$ cat src/rtl/rt_mem_boot_ctrl.sv
// Boot sequencer that streams a firmware image into dp_ram port B, then hands port B to the core.
// Optional image checksum gate: define RT_BOOT_CHECKSUM_EN.
module rt_mem_boot_ctrl #(
  parameter int ADDR_WIDTH   = 22,
  parameter int FUNCT_WIDTH  = 3,
  parameter int NUM_WORDS    = 4153,
  parameter int BASE_ADDR    = 0,
  parameter int DRAIN_CYCLES = 3
) (
  input  logic                   clk,
  input  logic                   rst_n,
  input  logic                   start_i,
  input  logic                   load_valid_i,
  input  logic [31:0]            load_data_i,
  output logic                   load_ready_o,
  input  logic                   core_en_i,
  input  logic                   core_we_i,
  input  logic [ADDR_WIDTH-1:0]  core_addr_i,
  input  logic [31:0]            core_wdata_i,
  input  logic [3:0]             core_be_i,
  input  logic [FUNCT_WIDTH-1:0] core_funct_i,
  input  logic                   core_we_funct_i,
  input  logic [ADDR_WIDTH-1:0]  core_range_i,
  output logic                   core_gnt_o,
  output logic                   mem_en_o,
  output logic                   mem_we_o,
  output logic [ADDR_WIDTH-1:0]  mem_addr_o,
  output logic [31:0]            mem_wdata_o,
  output logic [3:0]             mem_be_o,
  output logic [FUNCT_WIDTH-1:0] mem_funct_o,
  output logic                   mem_we_funct_o,
  output logic [ADDR_WIDTH-1:0]  mem_range_o,
  output logic                   busy_o,
  output logic                   fetch_enable_o,
  output logic [31:0]            words_o,
`ifdef RT_BOOT_CHECKSUM_EN
  input  logic [31:0]            exp_sum_i,
  output logic [31:0]            sum_o,
  output logic                   sum_err_o,
`endif
  output logic [1:0]             state_o
);

  // Image stream handshake: a word is accepted in any cycle where load_valid_i
  // and load_ready_o are both high; load_ready_o is high exactly in LOAD.
  typedef enum logic [1:0] {IDLE = 2'd0, LOAD = 2'd1, DRAIN = 2'd2, DONE = 2'd3} state_t;

  localparam logic [31:0]           LAST_IDX   = (NUM_WORDS > 0) ? 32'(NUM_WORDS - 1) : 32'd0;
  localparam logic [31:0]           WORDS_MAX  = 32'(NUM_WORDS);
  localparam logic [31:0]           DRAIN_LAST = 32'(DRAIN_CYCLES);
  localparam logic [ADDR_WIDTH-1:0] BASE       = ADDR_WIDTH'(BASE_ADDR);

  state_t                 state_q, state_d;
  logic [31:0]            words_q;
  logic [31:0]            drain_q;
  logic                   en_q;
  logic [ADDR_WIDTH-1:0]  addr_q;
  logic [31:0]            wdata_q;
  logic                   hs, last_hs, drain_end, sum_ok;
  logic [ADDR_WIDTH-1:0]  word_off;

  assign hs        = (state_q == LOAD) && load_valid_i;
  assign last_hs   = hs && (words_q == LAST_IDX);
  assign drain_end = (state_q == DRAIN) && (drain_q == DRAIN_LAST);
  assign word_off  = ADDR_WIDTH'(words_q) << 2;
  assign state_o   = state_q;

  always_ff @(posedge clk or negedge rst_n) begin
    if (!rst_n) state_q <= IDLE;
    else        state_q <= state_d;
  end

  always_comb begin
    state_d = state_q;
    case (state_q)
      IDLE:    if (start_i) state_d = (NUM_WORDS == 0) ? DRAIN : LOAD;
      LOAD:    if (last_hs) state_d = DRAIN;
      DRAIN:   if (drain_end) state_d = DONE;
      default: state_d = DONE;
    endcase
  end

  // The drain counter starts at 0 in the cycle of the final pulse, so the
  // pulse itself is not one of the counted idle cycles.
  always_ff @(posedge clk or negedge rst_n) begin
    if (!rst_n) begin
      words_q <= '0;
      drain_q <= '0;
      en_q    <= 1'b0;
      addr_q  <= '0;
      wdata_q <= '0;
    end else begin
      en_q    <= hs;
      addr_q  <= hs ? (BASE + word_off) : '0;
      wdata_q <= hs ? load_data_i : '0;
      if (hs && (words_q != WORDS_MAX)) words_q <= words_q + 32'd1;
      if ((state_q == DRAIN) && !drain_end) drain_q <= drain_q + 32'd1;
      else if (state_q != DRAIN)            drain_q <= '0;
    end
  end

`ifdef RT_BOOT_CHECKSUM_EN
  logic [31:0] sum_q;
  logic        sum_err_q;
  always_ff @(posedge clk or negedge rst_n) begin
    if (!rst_n) begin
      sum_q     <= '0;
      sum_err_q <= 1'b0;
    end else begin
      if (hs)        sum_q     <= sum_q ^ load_data_i;
      if (drain_end) sum_err_q <= (sum_q != exp_sum_i);
    end
  end
  assign sum_o     = sum_q;
  assign sum_err_o = sum_err_q;
  assign sum_ok    = !sum_err_q;
`else
  assign sum_ok    = 1'b1;
`endif

  always_comb begin
    load_ready_o   = (state_q == LOAD);
    busy_o         = (state_q == LOAD) || (state_q == DRAIN);
    core_gnt_o     = (state_q == DONE);
    fetch_enable_o = (state_q == DONE) && sum_ok;
    words_o        = words_q;
    if (state_q == DONE) begin
      mem_en_o       = core_en_i;
      mem_we_o       = core_we_i;
      mem_addr_o     = core_addr_i;
      mem_wdata_o    = core_wdata_i;
      mem_be_o       = core_be_i;
      mem_funct_o    = core_funct_i;
      mem_we_funct_o = core_we_funct_i;
      mem_range_o    = core_range_i;
    end else begin
      mem_en_o       = en_q;
      mem_we_o       = en_q;
      mem_addr_o     = addr_q;
      mem_wdata_o    = wdata_q;
      mem_be_o       = {4{en_q}};
      mem_funct_o    = '0;
      mem_we_funct_o = 1'b0;
      mem_range_o    = '0;
    end
  end

endmodule

$ cat config.mk
export PLATFORM = sky130hd
export DESIGN_NAME = rt_mem_boot_ctrl
export DESIGN_NICKNAME = d
export VERILOG_FILES = /design/src/rtl/rt_mem_boot_ctrl.sv
export SDC_FILE = /design/constraint.sdc
export NUM_CORES = 1
export LEC_CHECK = 0
export CAP_MARGIN = 20
export CORE_MARGIN = 1
export CORE_UTILIZATION = 45
export CTS_BUF_LIST = sky130_fd_sc_hd__clkbuf_4 sky130_fd_sc_hd__clkbuf_8
export CTS_CLUSTER_SIZE = 12
export DETAILED_ROUTE_END_ITERATION = 16
export GPL_ROUTABILITY_DRIVEN = 0
export PLACE_DENSITY = 0.91
export SLEW_MARGIN = 0
export SYNTH_ARGS = -nofsm -noshare
export SYNTH_HDL_FRONTEND = slang
export SYNTH_SLANG_ARGS = --single-unit
$ cat constraint.sdc
create_clock -name clk -period 4.35 [get_ports clk]
set_input_delay 0.87 -clock clk [delete_from_list [all_inputs] [get_ports clk]]
set_output_delay 0.87 -clock clk [all_outputs]
set_load 0.05 [all_outputs]
# After elaboration in Yosys (flattened, before gate mapping)

Cells that the tools add are included.
Widths: inputs -> output; s select.

Equal/unequal tests: 10
Mux-type cells: 16
$add $sub $neg: 2
Reduce and logical (&&, ||, !) cells: 10

Operators with widths:

| kind                  | number |
|---|---|
| $mux 32               | 4 |
| $mux 22               | 3 |
| $add 32x1->32 const B | 2 |
| $eq 32x13->1 const B  | 1 |
| $eq 32x2->1 const B   | 1 |
| $ne 32x13->1 const B  | 1 |
| $mux 2                | 3 |
| $ne 2x2->1 const B    | 3 |
| $pmux 2 s3            | 1 |
| $logic_and 1x1->1     | 5 |
| $eq 2x2->1 const B    | 2 |
| $mux 4                | 1 |
| $mux 1                | 3 |
| $mux 3                | 1 |
| $reduce_and 3->1      | 1 |
| $eq 2x1->1 const B    | 1 |
| $logic_not 2->1       | 1 |
| $ne 2x1->1 const B    | 1 |
| $reduce_bool 2->1     | 1 |
| $logic_not 1->1       | 1 |
| $logic_or 1x1->1      | 1 |

Input bits: 122
Register bits: 121
Word-level logic and storage cells: 44

# Longest topological paths before layout

Depth in word-level cells: 5
Depth in mapped cells: 8

# Least setup slack after synthesis

No wires, ideal clock.

Path kind: reg-to-output
Start: reg state_q[0], in the netlist state_o[0]
End: out mem_range_o[17]
Arrival time: 2.534 ns
Stages on the path, launching flop included: 6
Data required time: 3.480 ns
Setup slack: 0.946 ns
Path through: dfrtp_1 -> ha_1 -> clkbuf_1 -> clkbuf_1 -> clkbuf_1 -> and2_1

Longest elaborated chain between the ends: 2

Ends and longest elaborated chain:

| what                     | RTL line | text |
|---|---|---|
| start: declaration       | 53       | `state_t state_q, state_d;` |
| start signal: assignment | 70       | `else state_q <= state_d;` |
| $eq 2x2->1               | n/a      |  |
| named net core_gnt_o     | 24       | `output logic core_gnt_o,` |
| $mux 22                  | 127      | `if (state_q == DONE) begin` |
| end: declaration         | 32       | `output logic [ADDR_WIDTH-1:0] mem_range_o,` |

The timed path passes the listed nets, and every way through them passes these cells.

# Worst setup path after layout

Start: reg state_q[0], in the netlist state_o[0]
End: out mem_addr_o[6]

Longest elaborated chain between the ends: 2

Ends and longest elaborated chain:

| what             | RTL line | text |
|---|---|---|
| $eq 2x2->1       | 127      |  |
| $mux 22          | 127      |  |
| end: declaration | 27       | `output logic [ADDR_WIDTH-1:0] mem_addr_o,` |

Every way passes these cells.

==> metrics.yaml <==
synth-xor-area-share: 0.0768
antenna_found_initial: 1
netlist_area_sq_mm: 0.00604
grt_usage: 0.268
grt_pass1_wl_um: 29100
drtIter0Drc: 242
yosysSeqAreaShare: 0.493
yosys-mux-area-fraction: 0.105
reg2reg_from: "state_o[1]"
cts_hold_buf: 0
grt.overflow.total: 0
coreArea_sq_mm: 0.0129
p_leak_uw: 0.00422
syn_avg_cell_area_sq_um: 10.8
mostFrequentLayoutCells: "244 x clkdlybuf4s50_1, 119 x dfrtp_1, 55 x and3_1"
synth_edf_count: 0
fin_ws_ns: 0.544
required_ns: 3.48
synth_compound_area_frac: 0.0164
ir_worst_vdd_mv: 0.188
start_util: 0.469
status: "completed"
cts_setup_buffers: 0
pre_cts_ws_ns: 1.02
dieWidth_um: 118
cts-root-buf: "clkbuf_8"
area_delta_synth_final_pct: 50.0
yosysUniqueCellTypes: 48
routed_via_density: 5.27
via_count: 5163
relSlewSlack: 0.309
drc: 0
setup_viol_count_final: 0
crit_start: "state_o[0]"
insertion_delay_ns: 0.44
drt_first_pass_iters: 5
startpoint_type: "register"
finalNetCount: 926
die-area_sq_mm: 0.0139
cap_violations: 0
min_period_ns: 3.81
wirelength_um: 18300
cts-resized-gates: 0
grt_pass1_vias: 5275
ys_ff_latch: 119
crit_type: "reg2out"
cts_sinks: 119
fillerInstances: 901
fin_crit_sh: 0.875
wl_per_cell_um: 18.7
synthAdderAreaFrac: 0.0186
grt_start_max_net_pins: 90
ys_warn_count: 0
rr_worst_depth: 9
cts_made_buffers: 17
synthSimpleGateAreaFrac: 0.263
arrival_ns: 2.94
p_per_area_mw_per_mm2: 283
syn-num-nets: 688
drive_above_1_share: 0.128
die_height_um: 118
ios: 246
finalHoldViolations: 0
setup-tns-final_ns: 0
skew_ns: 0.00753
path_clk_slew_ns: 0.07
synth_top_family_by_area: "simple AND/OR/NAND/NOR gates"
hp-class: "in2async"
ys.flop_type: "dfrtp_1"
portBuffers: 245
dp_hpwl_um: 13100
syn_inst: 557
slew_violations: 0
num_rows: 41
worst_pin_slew_ns: 1.04
crit_fanout: 89
cts_max_path_buffers: 2
h-tree-depth: 4
fmax_mhz: 263
final_common_cell: "clkdlybuf4s50_1"
async_reset_ff_frac: 1.00
endpoint_kind: "output port"
rsz0062_at_grt: "false"
cts_tree: "done"
ant_nets: 0
==> power breakdown <==
group	internal [uW]	total, uW	switching, uW
Clock	608	1040	429
Sequential	1110	1110	0
Combinational	190	419	229
Total	1900	2560	658
==> Yosys cell counts (all sizes together), types with 2 or more instances <==
master,count,area (sq um)
clkbuf,26,97.6
and2,54,338
nand3,23,133
a21boi,4,30.0
nor2,13,51.3
nor2b,2,12.5
nand2b,4,25.0
nand3b,2,15.0
nand4,11,75.1
nor4,21,146
or3,2,12.5
o21ai,4,20.0
mux2,53,597
o31ai,2,15.0
xnor2,26,228
nor3,9,50.1
buf,5,26.3
or4,2,15.0
xor2,27,236
inv,10,37.5
nand2,41,156
mux2i,4,40.0
ha,9,113
dfrtp,119,2980
and4,15,138
nor3b,2,15.0
nor4b,3,26.3
and3,58,367
==> sequential cells by signal (all words and copies together), names as in the netlist <==
| register | count |
|---|---|
| addr_q | 20 |
| state_o | 2 |
| drain_q | 32 |
| words_o | 32 |
| en_q | 1 |
| wdata_q | 32 |
==> worst max-delay path, stage by stage (launching register included) <==
cell and delay (ns):
dfrtp_1 0.46, ha_4 0.80, mux2_2 0.45, clkdlybuf4s50_1 0.72
==> routing by layer <==
metal  vias up  track usage  wire length (um)
li1       2417            -                 -
met1      2520        0.346              7870
met2       201        0.444              9040
met3        25       0.0596               987
met4         0       0.0921               391
met5         -            0                 0
==> area by class of cell <==
type | instances | area [sq um] | share of cell area
sequential | 119 | 2980 | 0.329
timing repair buffer | 250 | 2510 | 0.277
clock inverter | 9 | 125 | 0.0138
clock buffer | 21 | 283 | 0.0312
inverter | 10 | 37.5 | 0.00414
multi-input combinational | 397 | 2920 | 0.322
antenna | 1 | 2.50 | 0.000276
tap | 172 | 215 | 0.0237
==> cell families after synthesis <==
| group | after synthesis |
|---|---|
| AOI/OAI and AO/OA | 14 |
| buffers and inverters | 41 |
| adders and majority gates | 9 |
| muxes | 57 |
| xor gates and xnor gates | 53 |
| and+or+nand+nor | 264 |
| DFF | 119 |
==> path summary, 6_finish.rpt <==
path	slack, ns	to
hold reg to reg	0.51	words_o[31]
min in group clk	0.51	words_o[31]
hold / removal	0.34	wdata_q[26]
max in group asynchronous	3.07	wdata_q[5]
setup reg to reg	1.49	words_o[31]
setup / recovery	0.54	mem_addr_o[6]
==> stage by stage <==
step	hold slack, ns	instance area, sq um	util	std cells	power (uW)
2_1_floorplan	0.521	6040	-	557	1320
5_1_grt	0.343	9060	0.704	979	2640
6_report	0.341	9060	0.704	979	2560
3_5_place_dp	0.492	8630	0.670	947	1540
3_3_place_gp	0.488	8630	0.670	947	1540
4_1_cts	0.509	9030	0.702	977	2580
No activity file was read; power rests on OpenSTA's default activity.
